==> src/rtl/ieee754_op_front_pkg.sv <==
// ieee754_pkg: shared op encodings, operand classes, constants and flag indices
package ieee754_pkg;
  typedef enum logic [1:0] {OP_ADD = 2'b00, OP_SUB = 2'b01, OP_MUL = 2'b10, OP_DIV = 2'b11} op_e;
  typedef enum logic [1:0] {CLS_ZERO, CLS_NORM, CLS_INF, CLS_NAN} cls_e;
  localparam logic [31:0] QNAN = 32'h7FC00000;
  localparam logic [7:0] EXP_MAX = 8'hFF;
  localparam int FLG_INV = 3;
  localparam int FLG_DBZ = 2;
  localparam int FLG_BYP = 1;
  localparam int FLG_DEN = 0;
  typedef struct packed {
    logic [31:0] a;
    logic [31:0] b;
    logic [1:0]  op;
  } req_t;
endpackage

==> src/rtl/ieee754_op_front_if.sv <==
// ieee754_op_front_if: request and response valid/ready channels
interface ieee754_op_front_if;
  logic        in_valid;
  logic        in_ready;
  logic [31:0] in_a;
  logic [31:0] in_b;
  logic [1:0]  in_op;
  logic        out_valid;
  logic        out_ready;
  logic [31:0] out_result;
  logic [3:0]  out_flags;
  modport master (output in_valid, in_a, in_b, in_op, out_ready,
                  input in_ready, out_valid, out_result, out_flags);
  modport slave (input in_valid, in_a, in_b, in_op, out_ready,
                 output in_ready, out_valid, out_result, out_flags);
endinterface

==> src/rtl/ieee754_op_front_classify.sv <==
// ieee754_classify: flush denormals to signed zero and classify the operand
module ieee754_classify
  import ieee754_pkg::*;
(
  input  logic [31:0] x,
  output cls_e        cls,
  output logic [31:0] y,
  output logic        den
);
  assign den = x[30:23] == 8'h00 && x[22:0] != '0;
  assign y = den ? {x[31], 31'b0} : x;
  assign cls = x[30:23] == EXP_MAX ? (x[22:0] != '0 ? CLS_NAN : CLS_INF) :
               x[30:23] == 8'h00 ? CLS_ZERO : CLS_NORM;
endmodule

==> src/rtl/ieee754_op_front.sv <==
// ieee754_op_front: request FIFO, special-operand bypass and FP-unit sequencing
module ieee754_op_front
  import ieee754_pkg::*;
#(
  parameter int FIFO_DEPTH = 4,
  parameter int LATENCY = 2
) (
  input  logic               clk,
  input  logic               rst_n,
  ieee754_op_front_if.slave  io,
  output logic [31:0]        fu_a,
  output logic [31:0]        fu_b,
  output logic [1:0]         fu_op,
  input  logic [31:0]        fu_result,
  output logic               busy
);
  localparam int AW = $clog2(FIFO_DEPTH);
  typedef enum logic [1:0] {IDLE, WAIT, RESP} state_e;
  state_e        state;
  req_t          q [FIFO_DEPTH];
  req_t          h;
  logic [AW-1:0] wp, rp;
  logic [AW:0]   cnt_q;
  logic [3:0]    cnt;
  logic          push, pop, empty;
  cls_e          ca, cb;
  logic [31:0]   ya, yb, res;
  logic          da, db, sa, sb, za, zb, spec, div, byp;
  logic [3:0]    flg;
  assign empty = cnt_q == '0;
  assign io.in_ready = cnt_q != (AW+1)'(FIFO_DEPTH);
  assign push = io.in_valid && io.in_ready;
  assign pop = !empty && (state == IDLE || (state == RESP && io.out_ready));
  assign busy = state != IDLE || !empty;
  assign h = q[rp];
  ieee754_classify u_cls_a (.x(h.a), .cls(ca), .y(ya), .den(da));
  ieee754_classify u_cls_b (.x(h.b), .cls(cb), .y(yb), .den(db));
  assign sa = ya[31];
  assign sb = yb[31];
  assign za = ca == CLS_ZERO;
  assign zb = cb == CLS_ZERO;
  assign spec = ca == CLS_NAN || ca == CLS_INF || cb == CLS_NAN || cb == CLS_INF;
  assign div = h.op == OP_DIV;
  // every non-normal pair is resolved locally, so bypass is simply "any special or zero operand"
  assign byp = spec || za || zb;
  // canned result and flags for the head entry, first matching rule wins
  always_comb begin
    res = spec ? QNAN :
          div ? (za && zb ? QNAN : zb ? {sa ^ sb, EXP_MAX, 23'b0} : {sa ^ sb, 31'b0}) :
          h.op == OP_MUL ? {sa ^ sb, 31'b0} :
          h.op == OP_ADD ? (za ? (zb ? 32'h0 : yb) : ya) :
          (za ? (zb ? 32'h0 : {~sb, yb[30:0]}) : ya);
    flg = '0;
    flg[FLG_INV] = spec || (div && za && zb);
    flg[FLG_DBZ] = div && zb && !za && !spec;
    flg[FLG_BYP] = byp;
    flg[FLG_DEN] = da || db;
  end
  // FIFO pointers and occupancy
  always_ff @(posedge clk or negedge rst_n)
    if (!rst_n) begin
      wp <= '0;
      rp <= '0;
      cnt_q <= '0;
    end else begin
      if (push) wp <= wp + 1'b1;
      if (pop) rp <= rp + 1'b1;
      cnt_q <= cnt_q + (AW+1)'(push) - (AW+1)'(pop);
    end
  // FIFO storage, contents need no reset since occupancy gates every read
  always_ff @(posedge clk)
    if (push) q[wp] <= '{a: io.in_a, b: io.in_b, op: io.in_op};
  // sequencer: pop and dispatch, wait for the unit to settle, hold the response
  always_ff @(posedge clk or negedge rst_n)
    if (!rst_n) begin
      state <= IDLE;
      cnt <= '0;
      fu_a <= '0;
      fu_b <= '0;
      fu_op <= '0;
      io.out_valid <= 1'b0;
      io.out_result <= '0;
      io.out_flags <= '0;
    end else if (state == WAIT) begin
      if (cnt == '0) begin
        io.out_result <= fu_result;
        io.out_valid <= 1'b1;
        state <= RESP;
      end else cnt <= cnt - 1'b1;
    end else if (pop) begin
      fu_a <= ya;
      fu_b <= yb;
      fu_op <= h.op;
      io.out_flags <= flg;
      io.out_valid <= byp;
      cnt <= 4'(LATENCY - 1);
      if (byp) io.out_result <= res;
      state <= byp ? RESP : WAIT;
    end else if (state == IDLE || io.out_ready) begin
      io.out_valid <= 1'b0;
      state <= IDLE;
    end
endmodule
==> src/flat_wrapper.sv <==
// flat-port wrapper written by rule: the top's interface ports become plain ports
module ieee754_op_front_flat import ieee754_pkg::*;
#(
  parameter int FIFO_DEPTH = 4,
  parameter int LATENCY = 2
)
  (clk, rst_n, fu_a, fu_b, fu_op, fu_result, busy, io_in_valid, io_in_a, io_in_b, io_in_op, io_out_ready, io_in_ready, io_out_valid, io_out_result, io_out_flags);
  ieee754_op_front_if io_i ();
  input  logic clk;
  input  logic rst_n;
  output logic [31:0] fu_a;
  output logic [31:0] fu_b;
  output logic [1:0] fu_op;
  input  logic [31:0] fu_result;
  output logic busy;
  input wire logic [$bits(io_i.in_valid)-1:0] io_in_valid;
  input wire logic [$bits(io_i.in_a)-1:0] io_in_a;
  input wire logic [$bits(io_i.in_b)-1:0] io_in_b;
  input wire logic [$bits(io_i.in_op)-1:0] io_in_op;
  input wire logic [$bits(io_i.out_ready)-1:0] io_out_ready;
  output wire logic [$bits(io_i.in_ready)-1:0] io_in_ready;
  output wire logic [$bits(io_i.out_valid)-1:0] io_out_valid;
  output wire logic [$bits(io_i.out_result)-1:0] io_out_result;
  output wire logic [$bits(io_i.out_flags)-1:0] io_out_flags;
  assign io_i.in_valid = io_in_valid;
  assign io_i.in_a = io_in_a;
  assign io_i.in_b = io_in_b;
  assign io_i.in_op = io_in_op;
  assign io_i.out_ready = io_out_ready;
  assign io_in_ready = io_i.in_ready;
  assign io_out_valid = io_i.out_valid;
  assign io_out_result = io_i.out_result;
  assign io_out_flags = io_i.out_flags;
  ieee754_op_front #(.FIFO_DEPTH(FIFO_DEPTH), .LATENCY(LATENCY)) u_core (.clk(clk), .rst_n(rst_n), .io(io_i), .fu_a(fu_a), .fu_b(fu_b), .fu_op(fu_op), .fu_result(fu_result), .busy(busy));
endmodule
==> config.mk <==
export PLATFORM = sky130hd
export DESIGN_NAME = ieee754_op_front_flat
export DESIGN_NICKNAME = d
export VERILOG_FILES = /design/src/rtl/ieee754_op_front_pkg.sv /design/src/rtl/ieee754_op_front_if.sv /design/src/rtl/ieee754_op_front_classify.sv /design/src/rtl/ieee754_op_front.sv /design/src/flat_wrapper.sv
export SDC_FILE = /design/constraint.sdc
export NUM_CORES = 1
export LEC_CHECK = 0
export CORE_MARGIN = 3
export CORE_UTILIZATION = 48
export CTS_CLUSTER_DIAMETER = 30
export CTS_CLUSTER_SIZE = 28
export DETAILED_ROUTE_END_ITERATION = 7
export GPL_ROUTABILITY_DRIVEN = 1
export PLACE_DENSITY = 0.78
export SLEW_MARGIN = 40
export SYNTH_ARGS = -nofsm -noshare
export SYNTH_HDL_FRONTEND = slang
export SYNTH_HIERARCHICAL = 1
export SYNTH_SLANG_ARGS = --single-unit
==> constraint.sdc <==
create_clock -name clk -period 6.65 [get_ports clk]
set_input_delay 0.9975 -clock clk [delete_from_list [all_inputs] [get_ports clk]]
set_output_delay 0.9975 -clock clk [all_outputs]
set_load 0.005 [all_outputs]
==> flow_summary_export.csv <==
group,metric,value,unit
outcome,status,"complete, no violations",
pwr,p_leak,7.31,nW
layout,drive_above_1_share,27.1,%
yosys,synth_area_leaders,"edfxtp_1, dfrtp_1, mux4_2, mux2_2, and2_1",
yosys,avgSynthCellArea,17.7,um^2
pwr,ir_drop,0.309,mV
routing,dr.pass1.iters,5,
clock_network,htreeDepth,3,
clock_network,numCtsBuffers,72,
yosys,ys_seq_area_share,70.5,%
sta,period_minus_slack,4.36,ns
layout,syn_to_final_growth,33.1,%
pwr,powerDensity,534,nW/um^2
layout,layout_commonest_cell,"edfxtp_1",
yosys,ys_seq_elements,379,
setup_path,start_kind,"flop",
sta,rsz0062_at_grt,"false",
yosys,async_reset_ff_share,30.3,%
setup_path,crit_type,"reg2reg",
floorplanning,start_util,49.3,%
place,dp.final_hpwl,26.4,mm
min_path,hp-class,"reg2reg",
layout,layout_common_cells,"edfxtp_1, clkdlybuf4s50_1, dfrtp_1, mux2_2, clkbuf_16",
sta,tightestPinTransition,0.824,ns
routing,postRouteAntennaNets,0,
layout,fillCellCount,2050,
yosys,ys_types,52,
routing,vias_per_cell,5.89,
sta,setup_viol,0,
sta,slew_viol_final,0,
floorplanning,row_count,64,
routing,via_count,9196,
clock_network,cts_tree,"built",
setup_path,cp.arrival,4.80,ns
setup_path,cp_num_buf_inv,2,
yosys,synthCells,868,
clock_network,post_cts_buffers,0,
yosys,yosysWarningCount,6,
layout,seqCellArea,10800,um^2
clock_network,cts_hold_buf,0,
routing,drcViolationCount,0,
global_routing,grt_max_degree,77,
place,io_buffers,206,
global_routing,grt.total_usage,23.8,%
routing,finalWirelength,40.4,mm
setup_path,critPathTopFamily,"simple AND/OR/NAND/NOR gates",
setup_path,critPathRequiredTime,7.08,ns
sta,max_freq,229,MHz
setup_path,cpPeakStageDelay,0.59,ns
clock_network,cts_max_path_buffers,3,
floorplanning,core_area,31100,um^2
clock_network,root_buffer,"clkbuf_16",
clock_network,cts_resized,0,
sta,relSlewSlack,45.0,%
global_routing,grt_pass1_wl,59.9,mm
yosys,synthDominantCellAreaShare,51.7,%
sta,finalHoldViolations,0,
layout,nNetsFinal,1216,
place,gp_congestion,0.801,
floorplanning,die_h,185,um
clock_network,clk_latency,0.57,ns
setup_path,crit_fanout,59,
place,dpl_worst_slack,2.09,ns
global_routing,grt_pass1_vias,9464,
sta,layout_setup_ws,2.29,ns
global_routing,antenna_found_initial,1,
setup_path,worstPathCellList,"buf_12 > mux4_2 > or4_1 > nor4_2 > a21boi_1 > nor4bb_2 > nor4_4 > o21ai_4 > buf_4 > mux2_1",
clock_network,path_clk_slew,0.05,ns
setup_path,cp-end-kind,"flop",
sta,min_period_over_period,65.6,%
global_routing,gr-total-overflow,0,
yosys,synth_top_cell_by_area,"edfxtp_1",
floorplanning,pin_count,207,
yosys,ys.flop_type,"edfxtp_1",
floorplanning,die_area,34100,um^2
sta,fin_skew,0.0194,ns
yosys,synth_fp_nets,978,
layout,multi_input_area,4270,um^2
run,maxCapViolCount,0,
yosys,synth_edf_count,264,
clock_network,clock_sinks,379,
sta,totalNegativeSetupSlack,0,ns
floorplanning,die_w,185,um
routing,wl_per_cell,25.9,um
setup_path,critPathSlowestCell,"or4_1",
routing,drtIter0Drc,777,
yosys,synth_area,15300,um^2
## routing by layer
| metal | GRT usage [%] | wire length (um) | up-vias |
|---|---|---|---|
| li1 | - | - | 3890 |
| met2 | 39.4 | 20300 | 499 |
| met5 | 0 | 0 | - |
| met4 | 8.37 | 1110 | 0 |
| met3 | 4.84 | 3230 | 83 |
| met1 | 31.7 | 15800 | 4724 |
## worst reg2reg max path: stages, from the launching register on
cell and delay, ns:
dfrtp_4 0.55, buf_12 0.40, mux4_2 0.68, or4_1 0.59, nor4_2 0.32, a21boi_1 0.17
nor4bb_2 0.23, nor4_4 0.47, o21ai_4 0.22, buf_4 0.26, mux2_1 0.33
## flip-flops by register name (all words and copies together), names as in the netlist
| signal | count |
|---|---|
| u_core/cnt | 4 |
| u_core/cnt_q | 3 |
| u_core/fu_a | 32 |
| u_core/fu_b | 32 |
| u_core/fu_op | 2 |
| u_core/io.out_flags | 4 |
| u_core/io.out_result | 32 |
| u_core/io.out_valid | 1 |
| u_core/q | 264 |
| u_core/rp | 2 |
| u_core/state | 1 |
| u_core/wp | 2 |
## per-stage QoR
stage | utilization (%) | hold WS, ns | cells | power, W | area (um^2)
floorplan | - | 0.468 | 868 | 0.00575 | 15300
global placement | 57.0 | 0.471 | 1416 | 0.00713 | 17700
detailed placement | 57.8 | 0.468 | 1427 | 0.00731 | 18000
CTS | 65.6 | 0.478 | 1560 | 0.0109 | 20400
global route | 65.7 | 0.495 | 1562 | 0.0114 | 20400
finish | 65.7 | 0.476 | 1562 | 0.0109 | 20400
## cell type report
class	count	share of cell area [%]
Tap cell	396	2.43
Clock buffer	89	9.30
Timing Repair Buffer	226	11.6
Clock inverter	44	2.60
Sequential cell	379	53.0
Antenna cell	1	0.0123
Multi-Input combinational cell	421	20.9
Inverter	6	0.110
## cells by family (layout without fill, tap and decap cells)
| family | Yosys count | in the layout | share of synthesized area [%] |
|---|---|---|---|
| muxes | 154 | 154 | 16.2 |
| and+or+nand+nor | 158 | 158 | 5.88 |
| other | 0 | 1 | 0 |
| buffers and inverters | 68 | 365 | 1.99 |
| DFF | 379 | 379 | 70.5 |
| xor gates and xnor gates | 10 | 10 | 0.571 |
| AOI/OAI and AO/OA | 91 | 91 | 4.22 |
| adders and majority gates | 8 | 8 | 0.702 |
## report_power, final
part / switching (W) / leakage (nW) / internal [W]
logic: 0.00176 / 2.35 / 0.00189
clock network: 0.00124 / 1.16 / 0.00234
registers: 0.000409 / 3.80 / 0.00326
## path summary, 6_finish.rpt
check | startpoint | end | slack [ns] | depth (start not counted)
setup / recovery | u_core/rp[0]$_DFFE_PN0P_ | u_core/io.out_result[21]$_DFFE_PN0P_ | 2.29 | 10
hold / removal | u_core/io.out_result[29]$_DFFE_PN0P_ | u_core/io.out_result[29]$_DFFE_PN0P_ | 0.48 | 2
setup reg to reg | u_core/rp[0]$_DFFE_PN0P_ | u_core/io.out_result[21]$_DFFE_PN0P_ | 2.29 | 10
hold reg to reg | u_core/io.out_result[29]$_DFFE_PN0P_ | u_core/io.out_result[29]$_DFFE_PN0P_ | 0.48 | 2
max in group asynchronous | rst_n | u_core/rp[0]$_DFFE_PN0P_ | 5.03 | 2
min in group asynchronous | rst_n | u_core/io.out_result[23]$_DFFE_PN0P_ | 0.49 | 1
## Yosys cell counts (7+ instances only)
cell      number
a221oi_2       7
o31ai_1        7
o21ai_1        8
nand2_1       42
xnor2_1        7
mux2_2        85
mux4_2        66
buf_2         16
nor4_1        11
clkbuf_1      39
ha_1           7
and2_1        45
nor2_1        18
a21oi_1       16
a22oi_1       24
edfxtp_1     264
o21ai_0       16
dfrtp_1      115
(Power assumes the default switching activity.)
